$ cat src/rtl/farm_mem_arb.sv
// Single-port memory arbiter: data port (load/store) has priority over the fetch port,
// with a starvation guard that forces a fetch grant after STARVE_MAX back-to-back data wins.
module farm_mem_arb #(
  parameter int AW         = 32,
  parameter int DW         = 32,
  parameter int MEM_LAT    = 1,
  parameter int STARVE_MAX = 4
) (
  input  logic            clk,
  input  logic            rst_n,
  input  logic            if_req,
  input  logic [AW-1:0]   if_addr,
  output logic            if_gnt,
  output logic            if_rvalid,
  output logic [DW-1:0]   if_rdata,
  input  logic            d_req,
  input  logic            d_we,
  input  logic [DW/8-1:0] d_be,
  input  logic [AW-1:0]   d_addr,
  input  logic [DW-1:0]   d_wdata,
  output logic            d_gnt,
  output logic            d_rvalid,
  output logic [DW-1:0]   d_rdata,
  output logic            mem_req,
  output logic            mem_we,
  output logic [DW/8-1:0] mem_be,
  output logic [AW-1:0]   mem_addr,
  output logic [DW-1:0]   mem_wdata,
  input  logic [DW-1:0]   mem_rdata
);

  typedef enum logic [1:0] {IDLE, ACCESS, RESP} state_t;

  state_t     state, state_nx;
  logic [2:0] cnt;
  logic [3:0] starve;
  logic       owner_d;
  logic       pick_if, pick_d;
  logic       starved;

  assign starved = (starve == 4'(STARVE_MAX));

  always_comb begin
    pick_if = if_req & (~d_req | starved);
    pick_d  = d_req & ~pick_if;
    // Gated by rst_n so no grant leaks out while the block is held in reset.
    if_gnt  = rst_n & (state == IDLE) & pick_if;
    d_gnt   = rst_n & (state == IDLE) & pick_d;
  end

  always_comb begin
    state_nx = state;
    case (state)
      IDLE:    if (if_req | d_req) state_nx = ACCESS;
      ACCESS:  if (cnt == 3'd0)    state_nx = RESP;
      RESP:    state_nx = IDLE;
      default: state_nx = IDLE;
    endcase
  end

  always_ff @(posedge clk or negedge rst_n) begin
    if (!rst_n) state <= IDLE;
    else        state <= state_nx;
  end

  always_ff @(posedge clk or negedge rst_n) begin
    if (!rst_n) begin
      cnt       <= '0;
      starve    <= '0;
      owner_d   <= 1'b0;
      mem_req   <= 1'b0;
      mem_we    <= 1'b0;
      mem_be    <= '0;
      mem_addr  <= '0;
      mem_wdata <= '0;
      if_rvalid <= 1'b0;
      if_rdata  <= '0;
      d_rvalid  <= 1'b0;
      d_rdata   <= '0;
    end else begin
      mem_req   <= 1'b0;
      if_rvalid <= 1'b0;
      d_rvalid  <= 1'b0;
      case (state)
        IDLE: if (if_gnt | d_gnt) begin
          mem_req   <= 1'b1;
          owner_d   <= d_gnt;
          cnt       <= 3'(MEM_LAT);
          mem_addr  <= d_gnt ? d_addr : if_addr;
          mem_we    <= d_gnt & d_we;
          mem_be    <= d_gnt ? d_be : '1;
          mem_wdata <= d_gnt ? d_wdata : '0;
          if (if_gnt)
            starve <= '0;
          else if (if_req && !starved)
            starve <= starve + 4'd1;
        end
        ACCESS: begin
          if (cnt == 3'd0) begin
            if (owner_d) begin
              d_rdata  <= mem_we ? '0 : mem_rdata;
              d_rvalid <= 1'b1;
            end else begin
              if_rdata  <= mem_rdata;
              if_rvalid <= 1'b1;
            end
          end else begin
            cnt <= cnt - 3'd1;
          end
        end
        default: ;
      endcase
    end
  end

endmodule
$ cat config.mk
export PLATFORM = sky130hd
export DESIGN_NAME = farm_mem_arb
export DESIGN_NICKNAME = d
export VERILOG_FILES = /design/src/rtl/farm_mem_arb.sv
export SDC_FILE = /design/constraint.sdc
export NUM_CORES = 1
export LEC_CHECK = 0
export ABC_CLOCK_PERIOD_IN_PS = 2450
export CAP_MARGIN = 20
export CORE_MARGIN = 8
export CORE_UTILIZATION = 30
export DETAILED_ROUTE_END_ITERATION = 7
export GPL_TIMING_DRIVEN = 0
export PLACE_DENSITY_LB_ADDON = 0.12
export SYNTH_ARGS = -nofsm -noshare
export SYNTH_HDL_FRONTEND = slang
export SYNTH_SLANG_ARGS = --single-unit
$ cat constraint.sdc
create_clock -name clk -period 2.45 [get_ports clk]
set_input_delay 0.245 -clock clk [delete_from_list [all_inputs] [get_ports clk]]
set_output_delay 0.245 -clock clk [all_outputs]
set_load 0.005 [all_outputs]
==> impl_metrics.py <==
metrics = {
    "yosys": {
        "synth_area_leaders": "dfrtp_1 58%, mux2_4 6.9%, mux2_2 6.2%",
        "synthCells": 502,
        "synth-xor-area-share": 0,
        "synth_simple_gate_area_frac": 0.08958,
        "synth_top_family_by_area": "compound AO/OA/AOI/OAI gates",
        "syn_avg_cell_area_um2": 12.63,
        "yosysSeqAreaShare": 0.5762,
        "yosysWarnings": 0,
        "yosysTopAreaCell": "dfrtp_1",
        "synth_compound_area_frac": 0.1488,
        "synthesis.area_um2": 6341,
        "syn-num-nets": 643,
        "synth_cell_types": 40,
        "synth_top_cell_area_share": 0.5762,
        "synth-adder-area-share": 0.007893,
        "ys_ff_latch": 146,
        "muxShareOfSynthArea": 0.1308,
    },
    "timing": {
        "rsz0062_at_grt": "no",
        "period_minus_slack_ns": 2.280,
        "finalHoldViolations": 68,
        "drv_slew": 0,
        "fin_crit_sh": 0.9307,
        "skew_ns": 0.008855,
        "slew_headroom": 0.5363,
        "worst_slew_pin_slew_ns": 0.6956,
        "final-setup-viol-count": 0,
        "clock.fmax_mhz": 438.5,
        "hold_ws_ns": -0.1744,
        "setup_ws_ns": 0.1697,
    },
    "global_route": {
        "grt_util_met1": 0.2010,
        "track_usage": 0.1576,
        "grt.overflow.total": 0,
        "grt_max_degree": 79,
        "antenna_found_initial": 0,
        "first_global_vias": 5698,
        "grt.met3_usage": 0.05981,
        "grt_pass1_wl_um": 32720,
        "met2_usage": 0.2479,
        "busiest_layer": "met2",
    },
    "floorplanning": {
        "dieArea_um2": 26050,
        "dieHeight_um": 161.4,
        "ios": 275,
        "core_area_um2": 20890,
        "start_util": 0.3036,
        "die_x_um": 161.4,
        "rows": 53,
    },
    "clock_network": {
        "clk_latency_ns": 0.41,
        "clk_path_buf_depth": 2,
        "clkTransAtPathRegs_ns": 0.06,
        "cts_sinks": 146,
        "cts_max_level": 4,
        "cts_tree": "yes",
        "cts_root_buffer": "clkbuf_16",
        "cts_buffers": 17,
    },
    "drt": {
        "firstDrtPassIters": 4,
        "ant_nets": 0,
        "wl_per_cell_um": 18.63,
        "viasPerCell": 4.781,
        "wl_um": 20210,
        "drcViolationCount": 0,
        "vias": 5187,
        "drtIter0Drc": 215,
    },
    "final_layout": {
        "final_common_cell": "clkdlybuf4s50_1",
        "final_cell_mix": "272 x clkdlybuf4s50_1, 144 x dfrtp_1, 35 x a21oi_1, 35 x a31oi_1, 35 x mux2_2",
        "seq_area_um2": 3656,
        "fill_cells": 1914,
        "multi_input_area_um2": 2395,
        "num-nets-final": 939,
        "diodes": 0,
        "syn2layout_area_growth_pct": 57.99,
        "drive_gt1_frac": 0.1667,
    },
    "critical_path": {
        "worst-path-max-fanout": 17,
        "crit_path_top_delay_cell": "clkdlybuf4s50_1",
        "arrival_ns": 2.04,
        "max_stage_delay_ns": 0.54,
        "critical_path_required_ns": 2.20,
        "critical_path_class": "register to output pin",
        "end_kind": "output pin",
        "path_cells": "inv_1 > ha_1 > nand4b_1 > nand2_4 > inv_6 > clkdlybuf4s50_1",
        "start_kind": "register",
    },
    "power_and_ir_drop": {
        "ir_drop_mv": 0.4387,
        "power.density_nw_per_um2": 1211,
        "leakagePower_nw": 4.126,
    },
    "place": {
        "gp_congestion": 0.8209,
        "io_buffers": 273,
        "dp_slack_ns": -0.1028,
        "dp_hpwl_um": 15060,
    },
    "status": {
        "status": "complete, but fails checks",
        "violations": "negative hold slack",
    },
    "run": {
        "maxCapViolCount": 0,
    },
    "hold_path": {
        "worstHoldPathType": "input port to async pin",
    },
}
[critical path, delay by kind of cell, from the launching register on]
kind | cells | cell delay [ns]
flip-flops | 1 | 0.35
adder cells (fa/ha/maj) | 1 | 0.22
AND/OR/NAND/NOR | 2 | 0.31
buffers and inverters | 3 | 0.74
[synth_stat cells (all sizes together)]
cell     number
or2           1
nand4b        2
and4bb        2
nand2         7
a21bo         1
o21ai        34
nand2b        2
buf          23
nand4bb       2
dfrtp       146
a21o          1
nand3b        1
o31ai         1
nand3        34
and4b         1
nand4         1
nor2          1
ha            4
a31oi        35
mux2         64
nor3b         1
o22ai         2
nor2b        34
inv          10
o22a          4
a22o         33
a21oi        35
clkbuf       18
a221oi        1
o2bb2ai       1
[logic make-up (layout without fill, tap and decap cells)]
| family | Yosys count | in the layout |
|---|---|---|
| adder cells (fa/ha/maj) | 4 | 4 |
| multiplexers | 64 | 64 |
| buffers and inverters | 51 | 359 |
| AND/OR/NAND/NOR | 89 | 89 |
| flip-flops | 146 | 146 |
| AO/OA/AOI/OAI | 148 | 148 |
[flip-flops by register name (all words and copies together) (netlist names)]
signal     flops
mem_we         1
cnt            3
d_rvalid       1
mem_wdata     32
if_rvalid      1
mem_addr      32
mem_req        1
mem_be         4
owner_d        1
starve         4
state          2
d_rdata       32
if_rdata      32
[power breakdown]
group	leakage (nW)	switching, mW	internal [mW]
logic	2.12	1.99	3.44
registers	1.75	0.706	3.59
clock network	0.260	1.01	1.38
[layer usage]
layer / share of wire / vias up
met3: 0.083 / 19
met2: 0.47 / 188
met4: 0.0098 / 0
met5: 0 / -
li1: - / 2427
met1: 0.44 / 2553
[repair_timing]
action                                  in CTS  in global routing
pin swaps                                    2                  0
gates cloned                                 0                  0
buffers inserted                             5                  0
resized for setup                            4                  0
hold endpoints to repair                    68                 68
endpoints found under the setup margin       1                  1
[path summary, 6_finish.rpt]
check                               end  depth (start not counted)  startpoint  slack, ns
setup reg to reg            mem_addr[8]                          7   starve[0]       0.61
hold / removal               d_rdata[8]                          1       rst_n      -0.17
max in group asynchronous  if_rdata[15]                          2       rst_n       1.80
hold reg to reg               mem_be[2]                          1   mem_be[2]       0.50
setup / recovery                  d_gnt                          6   starve[0]       0.17
min in group clk              starve[1]                          3       d_req       0.18
[stage by stage]
step / utilization / power, mW / cell area (µm²) / std cells / setup TNS, ns
after floorplan: - / 6.547 / 6341 / 502 / 0
after global placement: 0.4509 / 9.699 / 9418 / 1050 / -1130.41
after detailed placement: 0.4522 / 9.787 / 9447 / 1051 / -0.1028
after CTS: 0.4801 / 12.32 / 10030 / 1086 / 0
after global routing: 0.4796 / 12.96 / 10020 / 1085 / 0
final: 0.4796 / 12.13 / 10020 / 1085 / 0
[area by class of cell]
| class | count | share of cell area |
|---|---|---|
| inverter | 10 | 0.004246 |
| multi-input combinational | 305 | 0.2390 |
| buffer | 39 | 0.02398 |
| tap | 275 | 0.03434 |
| clock buffer | 17 | 0.04246 |
| timing repair buffer | 279 | 0.2794 |
| sequential | 146 | 0.3649 |
| clock inverter | 14 | 0.01161 |
(Power assumes the default switching activity.)
